$ cat src/rtl/frame_parser.sv
// UART byte-stream frame parser: 4-byte little-endian size header followed by
// width*height pixels, tagged with sof/eol/eof and buffered in a FWFT FIFO.
module frame_parser #(
  parameter int unsigned FIFO_DEPTH = 16,
  parameter int unsigned MAX_DIM    = 1024
) (
  input  logic        clk,
  input  logic        rst,
  input  logic [7:0]  rx_data,
  input  logic        rx_valid,
  input  logic        rx_err,
  output logic [7:0]  pix_data,
  output logic        pix_sof,
  output logic        pix_eol,
  output logic        pix_eof,
  output logic        pix_valid,
  input  logic        pix_ready,
  output logic [15:0] img_width,
  output logic [15:0] img_height,
  output logic        hdr_valid,
  output logic        hdr_err,
  output logic        overflow
);

  localparam int unsigned AW        = (FIFO_DEPTH > 1) ? $clog2(FIFO_DEPTH) : 1;
  localparam int unsigned CW        = AW + 1;
  localparam logic [15:0] MAX_DIM_W = 16'(MAX_DIM);

  typedef struct packed {
    logic [7:0] data;
    logic       sof;
    logic       eol;
    logic       eof;
  } entry_t;

  typedef enum logic {S_HDR = 1'b0, S_PIX = 1'b1} state_t;

  state_t        state_q, state_d;
  logic [1:0]    hdr_cnt_q;
  logic [7:0]    w_lo_q, w_hi_q, h_lo_q;
  logic [15:0]   col_q, row_q;
  logic [15:0]   hdr_w, hdr_h;
  logic          dims_ok;
  logic          hdr_accept, hdr_reject, pix_wr;
  entry_t        wr_entry, rd_entry;

  entry_t        mem [FIFO_DEPTH];
  logic [AW-1:0] wr_ptr_q, rd_ptr_q;
  logic [CW-1:0] count_q;
  logic          fifo_full, rd_en, wr_en;

  // Candidate dimensions as seen while the 4th header byte is on rx_data
  assign hdr_w   = {w_hi_q, w_lo_q};
  assign hdr_h   = {rx_data, h_lo_q};
  assign dims_ok = (hdr_w != 16'd0) && (hdr_w <= MAX_DIM_W) &&
                   (hdr_h != 16'd0) && (hdr_h <= MAX_DIM_W);

  always_ff @(posedge clk or posedge rst) begin
    if (rst) state_q <= S_HDR;
    else     state_q <= state_d;
  end

  always_comb begin
    state_d = state_q;
    case (state_q)
      S_HDR: if (rx_valid && !rx_err && (hdr_cnt_q == 2'd3) && dims_ok) state_d = S_PIX;
      S_PIX: if (rx_valid && wr_entry.eof) state_d = S_HDR;
    endcase
  end

  always_comb begin
    hdr_accept    = 1'b0;
    hdr_reject    = 1'b0;
    pix_wr        = 1'b0;
    wr_entry.data = rx_data;
    wr_entry.sof  = (row_q == 16'd0) && (col_q == 16'd0);
    wr_entry.eol  = (col_q == img_width - 16'd1);
    wr_entry.eof  = wr_entry.eol && (row_q == img_height - 16'd1);
    case (state_q)
      S_HDR: begin
        if (rx_valid) begin
          if (rx_err)                      hdr_reject = 1'b1;
          else if (hdr_cnt_q == 2'd3) begin
            if (dims_ok) hdr_accept = 1'b1;
            else         hdr_reject = 1'b1;
          end
        end
      end
      S_PIX: pix_wr = rx_valid;
    endcase
  end

  // Header capture, frame geometry and stream position
  always_ff @(posedge clk or posedge rst) begin
    if (rst) begin
      hdr_cnt_q  <= 2'd0;
      w_lo_q     <= 8'd0;
      w_hi_q     <= 8'd0;
      h_lo_q     <= 8'd0;
      col_q      <= 16'd0;
      row_q      <= 16'd0;
      img_width  <= 16'd0;
      img_height <= 16'd0;
      hdr_valid  <= 1'b0;
      hdr_err    <= 1'b0;
      overflow   <= 1'b0;
    end else begin
      hdr_valid <= hdr_accept;
      hdr_err   <= hdr_reject;
      if (state_q == S_HDR && rx_valid) begin
        if (rx_err || hdr_cnt_q == 2'd3) hdr_cnt_q <= 2'd0;
        else                             hdr_cnt_q <= hdr_cnt_q + 2'd1;
        if (!rx_err) begin
          case (hdr_cnt_q)
            2'd0:    w_lo_q <= rx_data;
            2'd1:    w_hi_q <= rx_data;
            2'd2:    h_lo_q <= rx_data;
            default: ;
          endcase
        end
      end
      if (hdr_accept) begin
        img_width  <= hdr_w;
        img_height <= hdr_h;
        col_q      <= 16'd0;
        row_q      <= 16'd0;
        overflow   <= 1'b0;
      end
      // Position advances even when the FIFO drops the byte
      if (pix_wr) begin
        if (wr_entry.eof) begin
          col_q <= 16'd0;
          row_q <= 16'd0;
        end else if (wr_entry.eol) begin
          col_q <= 16'd0;
          row_q <= row_q + 16'd1;
        end else begin
          col_q <= col_q + 16'd1;
        end
      end
      if (pix_wr && fifo_full && !rd_en) overflow <= 1'b1;
    end
  end

  assign pix_valid = (count_q != CW'(0));
  assign fifo_full = (count_q == CW'(FIFO_DEPTH));
  assign rd_en     = pix_valid && pix_ready;
  assign wr_en     = pix_wr && (!fifo_full || rd_en);

  always_ff @(posedge clk or posedge rst) begin
    if (rst) begin
      wr_ptr_q <= AW'(0);
      rd_ptr_q <= AW'(0);
      count_q  <= CW'(0);
    end else begin
      if (wr_en) wr_ptr_q <= wr_ptr_q + AW'(1);
      if (rd_en) rd_ptr_q <= rd_ptr_q + AW'(1);
      case ({wr_en, rd_en})
        2'b10:   count_q <= count_q + CW'(1);
        2'b01:   count_q <= count_q - CW'(1);
        default: ;
      endcase
    end
  end

  always_ff @(posedge clk) begin
    if (wr_en) mem[wr_ptr_q] <= wr_entry;
  end

  // Head entry is masked to zero while empty so stale storage never shows
  assign rd_entry = pix_valid ? mem[rd_ptr_q] : '0;
  assign pix_data = rd_entry.data;
  assign pix_sof  = rd_entry.sof;
  assign pix_eol  = rd_entry.eol;
  assign pix_eof  = rd_entry.eof;

endmodule

$ cat config.mk
export PLATFORM = sky130hd
export DESIGN_NAME = frame_parser
export DESIGN_NICKNAME = d
export VERILOG_FILES = /design/src/rtl/frame_parser.sv
export SDC_FILE = /design/constraint.sdc
export NUM_CORES = 1
export LEC_CHECK = 0
export CAP_MARGIN = 20
export CORE_UTILIZATION = 35
export CTS_CLUSTER_SIZE = 20
export DETAILED_ROUTE_END_ITERATION = 16
export PLACE_DENSITY = 0.57
export SLEW_MARGIN = 20
export SYNTH_ARGS = -nofsm -noshare
export SYNTH_HDL_FRONTEND = slang
export SYNTH_SLANG_ARGS = --single-unit
$ cat constraint.sdc
create_clock -name clk -period 5.4 [get_ports clk]
set_input_delay 1.62 -clock clk [delete_from_list [all_inputs] [get_ports clk]]
set_output_delay 1.62 -clock clk [all_outputs]
set_load 0.01 [all_outputs]
**Word level (Yosys, flattened, before mapping)**

Memory sizes are Yosys's and may differ from the RTL's.
Index checks and enable logic that the tools add are counted.

- Add/subtract/negate cells: 9
- $lt $le $gt $ge: 2
- Eq/ne operators: 8
- Mux-type cells: 29
- Bitwise operators: 2
- Reduce and logical (&&, ||, !) cells: 31

Operators with widths:

| operator | count |
|---|---|
| 2-to-1 mux 16 bit | 8 |
| adder 16 x 1 -> 16 bit (second input constant) | 2 |
| equality test 16 bit | 2 |
| less-or-equal comparator 16 x 11 -> 1 bit (second input constant) | 2 |
| logical NOT 16 bit | 2 |
| nonzero test 16 bit | 2 |
| subtractor 16 x 1 -> 16 bit (second input constant) | 2 |
| 2-to-1 mux 1 bit | 17 |
| logical AND 1 bit | 14 |
| 2-to-1 mux 11 bit | 1 |
| case mux 5 bit (2 select lines) | 1 |
| AND reduction 3 bit | 3 |
| adder 4 x 1 -> 4 bit (second input constant) | 2 |
| equality test 2 bit (second input constant) | 3 |
| nonzero test 2 bit | 3 |
| adder 5 x 1 -> 5 bit (second input constant) | 1 |
| equality test 5 bit (second input constant) | 1 |
| nonzero test 5 bit | 1 |
| subtractor 5 x 1 -> 5 bit (second input constant) | 1 |
| equality test 2 x 1 -> 1 bit (second input constant) | 2 |
| logical NOT 1 bit | 3 |
| adder 2 x 1 -> 2 bit (second input constant) | 1 |
| logical NOT 2 bit | 1 |
| logical OR 1 bit | 2 |
| 3 further kinds | 4 |

- Bits in registers: 107
- Memory bits (writable): 176
- Input bits: 13
- Memories: 1

Memories:

| memory | depth | width | rd ports | clocked after memory_dff | wr ports | RTL line | RTL |
|---|---|---|---|---|---|---|---|
| mem | 16 | 11 | 1 | 0 | 1 | 47 | `entry_t mem [FIFO_DEPTH];` |

**Longest topological paths before layout**

Gate-level depths: netlist of the first run.

- Depth in word-level cells: 13
- Depth in mapped cells: 14
- Gate-level depth less buffers: 13

**Least setup slack after synthesis of the first run**

No wires, ideal clock.

- Kind: register to output
- Start: reg rd_ptr_q[0]
- End: out pix_data[7]
- Arrival: 2491 ps
- Setup slack: 1289 ps
- Stages on the path, launching flop included: 6
- Buffers on the path: 2
- Cells stage by stage: dfrtp_1 > clkbuf_1 > buf_1 > mux4_2 > mux4_2 > nor2b_1

- Cells in the longest elaborated chain, start to end: 2

Ends and longest elaborated chain:

| what | RTL line | RTL |
|---|---|---|
| start: declaration | 48 | `logic [AW-1:0] wr_ptr_q, rd_ptr_q;` |
| start signal: assignment | 157 | `if (rd_en) rd_ptr_q <= rd_ptr_q + AW'(1);` |
| memory read (16 x 11 bit) | n/a |  |
| 2-to-1 mux 11 bit | 171 | `assign rd_entry = pix_valid ? mem[rd_ptr_q] : '0;` |
| end: declaration | 12 | `output logic [7:0] pix_data,` |

No other way between the ends.

**Worst setup path after layout of the first run**

- Start: reg rd_ptr_q[1]
- End: out pix_data[6]

The elaborated chain is that of the path after synthesis.

==> results.json, run 1 <==
{
  "criticalPathCategory": "reg2out",
  "internal_power_mw": 4.40,
  "clk_pin_slew_ns": 0.07,
  "fin_crit_sh_pct": 86.7,
  "r2r_end": "row_q[11]",
  "routabilityCongestion": 0.835,
  "synthArstFlopShare_pct": 37.8,
  "port_buffers": 59,
  "fin_ws_ns": 0.717,
  "maxCapViolCount": 0,
  "status": "completed",
  "start_util_pct": 35.6,
  "synth_area_per_cell_um2": 13.5,
  "io_pins": 60,
  "pwr-share-clk_pct": 37.0,
  "finClkSkew_ns": 0.0216,
  "combPwrFrac_pct": 19.5,
  "slew_headroom_pct": 40.4,
  "cp_max_fo": 29,
  "drt-total-wl_um": 30400,
  "drive_gt1_share_pct": 18.3,
  "cts.repair.resized": 0,
  "yosysSeqAreaShare_pct": 61.1,
  "sw_frac_of_total_pct": 26.2,
  "clockBufferDepth": 3,
  "hp-class": "reg2reg",
  "path_cells": "buf_12, mux4_2, mux4_2, nor2b_1, clkdlybuf4s50_1",
  "routedWlPerCell_um": 19.9,
  "crit_slowest_cell": "dfrtp_2",
  "vias_per_cell": 5.34,
  "synth-main-ff-cell": "edfxtp_1",
  "endpoint_kind": "output pin",
  "rows": 70,
  "cts_tree": "yes",
  "die_w_um": 195,
  "period_minus_slack_ns": 4.68,
  "drt-pass1-iter-count": 4,
  "drt_iter0_drc": 491,
  "place_ws_ns": 0.765,
  "setup_viol_count_final": 0,
  "cts_buffers": 31,
  "holdPathStages": 1,
  "worstReg2RegStart": "img_width[0]",
  "fin_setup_tns_ns": 0,
  "drc": 0,
  "drv_slew": 0,
  "hold_start": "count_q[4]",
  "place_hpwl_um": 19900,
  "clock.fmax_ghz": 0.214,
  "ant_nets": 0,
  "tightestPinTransition_ns": 0.887,
  "arrival_ns": 3.06,
  "nets": 1066,
  "dr_wl_met3_um": 1240,
  "layout_commonest_cell": "edfxtp_1",
  "core_area_um2": 36600,
  "critical-path-max-stage-delay_ns": 0.70,
  "grt_max_degree": 80,
  "yosys.cell_types.count": 69,
  "num_antenna_cells": 0,
  "synth-seq-cells": 283,
  "ctsHtreeMaxLevel": 1,
  "gr-total-overflow": 0,
  "crit_required_ns": 3.78,
  "grt_antenna_before_repair": 0,
  "post-cts-setup-buffers": 0,
  "synthCells": 962,
  "path_common_cell": "mux4_2",
  "cp_num_buf_inv": 2,
  "min_to": "count_q[4]",
  "hold_viol": 0,
  "ys.warnings.count": 0,
  "synth_nets": 995,
  "area_delta_synth_final_pct": 18.0,
  "clock-sinks": 283,
  "wl_met2_um": 14500,
  "cp-start-kind": "register",
  "total_switching_power_mw": 1.56,
  "layout_common_cells": "edfxtp_1, nand2_1, dfrtp_1",
  "peakVddDrop_mv": 0.225,
  "die_y_um": 195,
  "postCtsHoldBufs": 0,
  "synth_area_um2": 13000,
  "synth-edff-count": 176,
  "wirelength_met1_um": 14100,
  "clockRootBuffer": "clkbuf_16",
  "cp_top_family": "multiplexers",
  "p_leak_nw": 5.55,
  "vias": 8142,
  "power.density_nw_per_um2": 388,
  "first_global_vias": 8235,
  "grt_pass1_wl_um": 48400,
  "r2r.worst_path.cells": 9,
  "top_layer_used": "met4",
  "reg2reg_setup_slack_ns": 1.86,
  "seqPwrFrac_pct": 43.4,
  "track_usage_pct": 16.3,
  "clk_latency_ns": 0.57,
  "rsz0062_at_grt": "no",
  "die-area_um2": 38000
}
cell usage after synthesis (all sizes together), types with 2 or more instances:
| library cell | count | share of area (%) |
|---|---|---|
| edfxtp | 176 | 41 |
| dfrtp | 107 | 21 |
| nand2 | 106 | 3.1 |
| mux4 | 55 | 9.5 |
| nor2 | 46 | 1.3 |
| clkbuf | 39 | 1.1 |
| xnor2 | 37 | 2.5 |
| nand3 | 30 | 1.2 |
| inv | 28 | 0.81 |
| mux2 | 27 | 2.3 |
| nor3 | 22 | 0.93 |
| nand4 | 21 | 1.0 |
| o21ai | 21 | 0.81 |
| nor4 | 20 | 1.1 |
| a21oi | 19 | 0.76 |
| ha | 19 | 1.8 |
| and2 | 18 | 0.86 |
| buf | 17 | 0.69 |
| xor2 | 17 | 1.1 |
| a31oi | 16 | 0.82 |
| and3 | 15 | 0.72 |
| nand2b | 14 | 0.67 |
| nor2b | 13 | 0.62 |
| nand4b | 7 | 0.47 |
| o211ai | 7 | 0.40 |
| or2 | 5 | 0.24 |
| a211oi | 4 | 0.23 |
| a21o | 4 | 0.23 |
| nand3b | 4 | 0.23 |
| nor3b | 4 | 0.23 |
| or4 | 4 | 0.26 |
| a211o | 3 | 0.20 |
| a41oi | 3 | 0.20 |
| mux2i | 3 | 0.26 |
| o31a | 3 | 0.20 |
| o31ai | 3 | 0.17 |
| a31o | 2 | 0.13 |
| a32oi | 2 | 0.13 |
| o21a | 2 | 0.12 |
| or3 | 2 | 0.096 |
metrics by stage:
stage	util [%]	instances	area [um^2]	total power, mW	hold WS, ns
after floorplan	-	962	13000	3.38	0.464
after global placement	39.0	1468	14300	3.82	0.477
after detailed placement	39.0	1468	14300	3.83	0.495
after CTS	42.0	1526	15400	6.04	0.507
after global routing	42.0	1526	15400	6.21	0.519
final	42.0	1526	15400	5.96	0.500
power by group through the flow:
stage | combinational, mW | clock (mW) | sequential [mW]
2_1_floorplan | 0.854 | 0 | 2.52
3_3_place_gp | 1.19 | 0 | 2.63
3_5_place_dp | 1.20 | 0 | 2.63
4_1_cts | 1.20 | 2.25 | 2.59
5_1_grt | 1.27 | 2.33 | 2.60
6_report | 1.16 | 2.21 | 2.59
cells by family (layout without fill, tap and decap cells):
family                   after synthesis  in the layout  synth area share, %
AO/OA/AOI/OAI                        101            101                 5.21
XOR/XNOR                              54             54                 3.63
adder cells (fa/ha/maj)               20             20                 1.98
buffers and inverters                 84            180                 2.62
flip-flops                           283            283                 61.1
multiplexers                          85             85                 12.1
AND/OR/NAND/NOR                      335            335                 13.3
metal layers:
metal,vias to the layer above,global-route usage (%)
met2,181,26.6
li1,3746,-
met4,0,4.05
met1,4167,23.1
met5,-,0
met3,48,1.93
registers in the layout, summed over array words and instances (netlist names):
register,flops
img_height,16
rd_ptr_q,4
row_q,16
w_hi_q,8
img_width,16
hdr_valid,1
h_lo_q,8
hdr_err,1
hdr_cnt_q,2
count_q,5
col_q,16
w_lo_q,8
overflow,1
wr_ptr_q,4
mem,176
state_q,1
worst register-to-register path: stages (launching register included):
cell and delay, ns:
dfrtp_1 0.45, inv_1 0.13, ha_1 0.38, a21oi_1 0.14, or4_1 0.49, a211o_1 0.28, nor4_4 0.39, and3_1 0.68
nand2_2 0.27, o211ai_1 0.23
worst max-delay path by stage:
| stage | depth (start not counted) | to | from | slack, ns |
|---|---|---|---|---|
| after global placement | 8 | col_q[2] | rx_data[3] | 0.76 |
| after global routing | 5 | pix_data[5] | rd_ptr_q[0] | 0.60 |
| final | 5 | pix_data[6] | rd_ptr_q[1] | 0.72 |
| after detailed placement | 8 | col_q[5] | rx_data[3] | 0.77 |
| after floorplan | 1 | col_q[0] | rst | 0.96 |
| after CTS | 5 | pix_data[5] | rd_ptr_q[1] | 0.65 |
layout make-up:
type	instances	area (um^2)
inverters	28	110
flip-flops and latches	283	7970
repair buffers	94	878
multi-input cells	595	4750
clock inverters	19	236
well taps	468	586
fillers	3398	21200
clock buffers	39	846
Note: power is estimated with default switching activity, not from simulation.
==> run 2, diff against run 1 <==
--- a/config.mk
+++ b/config.mk
@@ -6,11 +6,11 @@
 export NUM_CORES = 1
 export LEC_CHECK = 0
 export CAP_MARGIN = 20
+export CORE_MARGIN = 2
 export CORE_UTILIZATION = 35
 export CTS_CLUSTER_SIZE = 20
 export DETAILED_ROUTE_END_ITERATION = 16
 export PLACE_DENSITY = 0.57
-export SLEW_MARGIN = 20
 export SYNTH_ARGS = -nofsm -noshare
 export SYNTH_HDL_FRONTEND = slang
 export SYNTH_SLANG_ARGS = --single-unit
==> results.json, run 2 (synthesis results as in run 1) <==
{
  "status": "completed",
  "crit_slowest_cell": "dfrtp_2",
  "vias_per_cell": 5.32,
  "clockRootBuffer": "clkbuf_16",
  "final_cell_area_um2": 15300,
  "clk_latency_ns": 0.57,
  "period_minus_slack_ns": 4.91,
  "tightestPinTransition_ns": 0.988,
  "cp.depth": 5,
  "crit_required_ns": 3.78,
  "path_common_cell": "mux4_2",
  "nets": 1062,
  "postCtsHoldBufs": 0,
  "fin_setup_tns_ns": 0,
  "rsz0062_at_grt": "no",
  "clock.fmax_ghz": 0.204,
  "drt-pass1-iter-count": 5,
  "die_w_um": 197,
  "routabilityCongestion": 0.824,
  "finClkSkew_ns": 0.0110,
  "place_hpwl_um": 19900,
  "power.density_nw_per_um2": 385,
  "post-cts-setup-buffers": 0,
  "critical-path-max-stage-delay_ns": 0.86,
  "area_delta_synth_final_pct": 17.6,
  "num_antenna_cells": 0,
  "layout_commonest_cell": "edfxtp_1",
  "first_global_vias": 8151,
  "hp-class": "reg2reg",
  "ctsHtreeMaxLevel": 1,
  "drive_gt1_share_pct": 17.7,
  "clock-sinks": 283,
  "routedWlPerCell_um": 20.0,
  "io_pins": 60,
  "gr-total-overflow": 0,
  "cts.repair.resized": 0,
  "r2r.worst_path.cells": 8,
  "vias": 8098,
  "finalCoreUtilization_pct": 41.8,
  "clk_pin_slew_ns": 0.06,
  "endpoint_kind": "output pin",
  "path_cells": "buf_4, mux4_2, mux4_2, nor2b_1, clkdlybuf4s50_1",
  "grt_pass1_wl_um": 48100,
  "hold_viol": 0,
  "port_buffers": 59,
  "core_area_um2": 36600,
  "grt_busiest_layer": "met2",
  "slew_headroom_pct": 34.1,
  "peakVddDrop_mv": 0.226,
  "cp_num_buf_inv": 2,
  "ant_nets": 0,
  "criticalPathCategory": "reg2out",
  "die-area_um2": 38800,
  "layout_common_cells": "edfxtp_1, nand2_1, dfrtp_1",
  "fin_cells": 1522,
  "drv_slew": 0,
  "place_inst": 1464,
  "cp_max_fo": 32,
  "holdWs_ns": 0.496,
  "holdPathStages": 1,
  "placed_area_um2": 14300,
  "maxCapViolCount": 0,
  "grt_util_met3_pct": 2.34,
  "grt_antenna_before_repair": 1,
  "regMostFlops": "mem",
  "cp-start-kind": "register",
  "drt-total-wl_um": 30500,
  "drc": 0,
  "clockBufferDepth": 3,
  "cp_top_family": "buffers and inverters",
  "die_y_um": 197,
  "start_util_pct": 35.6,
  "track_usage_pct": 16.0,
  "rows": 70,
  "grt_max_degree": 70,
  "cts_buffers": 31,
  "p_leak_nw": 5.51,
  "arrival_ns": 3.29,
  "fin_crit_sh_pct": 90.8,
  "met1_usage_pct": 22.3,
  "setup_viol_count_final": 0,
  "cts_tree": "yes",
  "gr-usage-met2_pct": 26.7,
  "drt_iter0_drc": 557,
  "largest_register_ffs": 176
}
## run 2: cell types whose count changed in the layout (fill, tap and decap cells not counted), moves of 2 or more
| cell | delta |
|---|---|
| inv_6 | -2 |
| clkbuf_1 | +7 |
| clkinv_4 | -4 |
| clkinv_2 | -3 |
| nor2_1 | -3 |
| buf_4 | -5 |
| clkbuf_8 | +3 |
| nor2_2 | +3 |
## run 2: worst paths after layout
check / slack, ns / end / startpoint
min in group asynchronous: 1.60 / img_height[13] / rst
worst min register to register: 0.50 / count_q[4] / count_q[4]
worst min-delay path: 0.50 / count_q[4] / count_q[4]
worst max register to register: 1.75 / row_q[11] / img_height[2]
worst max-delay path: 0.49 / pix_sof / rd_ptr_q[1]
max in group asynchronous: 3.09 / img_width[3] / rst
## run 2: worst register-to-register path: stages, from the launching register on
cell and delay (ns):
dfrtp_1 0.48, nor3_1 0.74, nand4_1 0.28, nor3_1 0.27, xnor2_1 0.09, nor4_1 0.37
nand3_1 0.71, nand2_2 0.44, o211ai_1 0.14
## run 2: report_power, final
group / switching, mW / leakage [nW] / total (mW) / internal [mW]
logic: 0.446 / 2.15 / 1.12 / 0.671
clock network: 0.863 / 0.510 / 2.17 / 1.30
registers: 0.206 / 2.85 / 2.62 / 2.41
## run 2: stage by stage
| step | total power, mW | setup slack (ns) |
|---|---|---|
| finish | 5.90 | 0.495 |
| global route | 6.17 | 0.350 |
| CTS | 5.99 | 0.397 |
| detailed placement | 3.81 | 0.854 |
| global placement | 3.79 | 0.872 |
| floorplan | 3.38 | 0.963 |
## run 2: layer usage
layer | vias to the layer above | share of wire [%]
met5 | - | 0.039
met4 | 2 | 2.0
met3 | 51 | 4.3
met2 | 184 | 48
met1 | 4122 | 46
li1 | 3739 | -
## run 2: cell type report
| type | count | area, um^2 |
|---|---|---|
| Fill cell | 3369 | 21300 |
| Inverter | 28 | 108 |
| Tap cell | 468 | 586 |
| Clock inverter | 9 | 144 |
| Clock buffer | 49 | 913 |
| Timing Repair Buffer | 90 | 852 |
| Multi-Input combinational cell | 595 | 4750 |
| Sequential cell | 283 | 7970 |
==> run 3, diff against run 2 <==
--- a/config.mk
+++ b/config.mk
@@ -11,6 +11,7 @@
 export CTS_CLUSTER_SIZE = 20
 export DETAILED_ROUTE_END_ITERATION = 16
 export PLACE_DENSITY = 0.57
+export SLEW_MARGIN = 20
 export SYNTH_ARGS = -nofsm -noshare
 export SYNTH_HDL_FRONTEND = slang
 export SYNTH_SLANG_ARGS = --single-unit
==> results.json, run 3 (synthesis results as in run 1) <==
{
  "status": "completed",
  "final_cell_area_um2": 15300,
  "routabilityCongestion": 0.824,
  "place_inst": 1463,
  "fillerInstances": 3404,
  "grt_antenna_before_repair": 1,
  "path_cells": "buf_4, mux4_2, mux4_2, nor2b_1, clkdlybuf4s50_1",
  "layout_commonest_cell": "edfxtp_1",
  "slew_headroom_pct": 34.8,
  "drt-total-wl_um": 30700,
  "path_common_cell": "mux4_2",
  "drive_gt1_share_pct": 17.4,
  "regArea_um2": 7970,
  "gr-total-overflow": 0,
  "regMostFlops": "mem",
  "drt-pass1-iter-count": 5,
  "internal_power_mw": 4.30,
  "rsz0062_at_grt": "no",
  "finalCoreUtilization_pct": 41.7,
  "vias_per_cell": 5.28,
  "rows": 70,
  "finClkSkew_ns": 0.0160,
  "endpoint_kind": "output pin",
  "fin_ws_ns": 0.482,
  "grt_pass1_wl_um": 48600,
  "routedWlPerCell_um": 20.2,
  "layout_common_cells": "edfxtp_1, nand2_1, dfrtp_1",
  "multi_input_comb_area_um2": 4760,
  "clk_pin_slew_ns": 0.06,
  "fin_cells": 1520,
  "combPwrFrac_pct": 19.2,
  "ant_nets": 0,
  "seqPwrFrac_pct": 45.0,
  "port_buffers": 59,
  "arrival_ns": 3.30,
  "criticalPathCategory": "reg2out",
  "holdWs_ns": 0.497,
  "power.density_nw_per_um2": 382,
  "clock-sinks": 283,
  "sw_frac_of_total_pct": 26.2,
  "num_antenna_cells": 0,
  "first_global_vias": 8274,
  "clockRootBuffer": "clkbuf_16",
  "core_area_um2": 36600,
  "grt_max_degree": 70,
  "hold_viol": 0,
  "die-area_um2": 38800,
  "tightestPinTransition_ns": 0.978,
  "clockBufferDepth": 3,
  "crit_required_ns": 3.78,
  "fin_crit_sh_pct": 91.1,
  "pwr-share-clk_pct": 35.9,
  "fin_setup_tns_ns": 0,
  "peakVddDrop_mv": 0.258,
  "setup_viol_count_final": 0,
  "post-cts-setup-buffers": 0,
  "start_util_pct": 35.6,
  "postCtsHoldBufs": 0,
  "p_leak_nw": 5.48,
  "cp-start-kind": "register",
  "critical-path-max-stage-delay_ns": 0.87,
  "period_minus_slack_ns": 4.92,
  "nets": 1061,
  "cts_tree": "yes",
  "ctsHtreeMaxLevel": 1,
  "cts_buffers": 31,
  "largest_register_ffs": 176,
  "die_y_um": 197,
  "total_switching_power_mw": 1.53,
  "clk_latency_ns": 0.57,
  "drc": 0,
  "hp-class": "reg2reg",
  "totalPowerFinal_mw": 5.82,
  "crit_slowest_cell": "dfrtp_2",
  "die_w_um": 197,
  "vias": 8029,
  "place_hpwl_um": 19800,
  "io_pins": 60,
  "drt_iter0_drc": 617,
  "track_usage_pct": 16.2,
  "clock.fmax_ghz": 0.203,
  "place_ws_ns": 0.847,
  "cts.repair.resized": 0,
  "placed_area_um2": 14300,
  "area_delta_synth_final_pct": 17.2,
  "drv_slew": 0,
  "maxCapViolCount": 0,
  "cp_max_fo": 32
}
[run 3: cell count changes in the layout (fill, tap and decap cells not counted), sizes merged]
cell / previous run / this run
clkinv: 2 / 12
clkinvlp: 2 / 3
clkbuf: 49 / 38
buf: 31 / 30
inv: 30 / 29
[run 3: critical path, delay by kind of cell (launching register included)]
kind | cells | cell delay [ns]
buffers and inverters | 2 | 0.87
flip-flops | 1 | 0.87
multiplexers | 2 | 0.82
AND/OR/NAND/NOR | 1 | 0.14
[run 3: per-layer routing]
| metal | vias to the layer above | part of all wire (%) | global-route usage [%] |
|---|---|---|---|
| li1 | 3730 | - | - |
| met1 | 4094 | 46 | 22.9 |
| met2 | 162 | 49 | 27.1 |
| met3 | 41 | 3.8 | 2.10 |
| met4 | 2 | 1.5 | 3.31 |
| met5 | - | 0.049 | 0 |
[run 3: cell type report]
class,instances,area share [%]
tap,468,3.84
clock inverter,19,1.25
sequential,283,52.2
clock buffer,38,5.32
inverter,28,0.705
multi-input combinational,595,31.2
timing repair buffer,89,5.51
[run 3: worst paths after layout]
check                              start             end  slack [ns]  cells past startpoint
min in group asynchronous            rst  img_height[13]        1.59                      2
max in group asynchronous            rst    img_width[3]        3.08                      3
min reg2reg                   count_q[4]      count_q[4]        0.50                      1
min                           count_q[4]      count_q[4]        0.50                      1
max                          rd_ptr_q[1]         pix_sof        0.48                      5
max reg2reg                img_height[2]        row_q[9]        1.73                      8
[run 3: power by group through the flow]
stage / clock, mW / combinational (mW) / sequential [mW]
2_1_floorplan: 0 / 0.854 / 2.52
3_3_place_gp: 0 / 1.13 / 2.67
3_5_place_dp: 0 / 1.15 / 2.67
4_1_cts: 2.13 / 1.15 / 2.63
5_1_grt: 2.23 / 1.22 / 2.64
6_report: 2.09 / 1.12 / 2.62
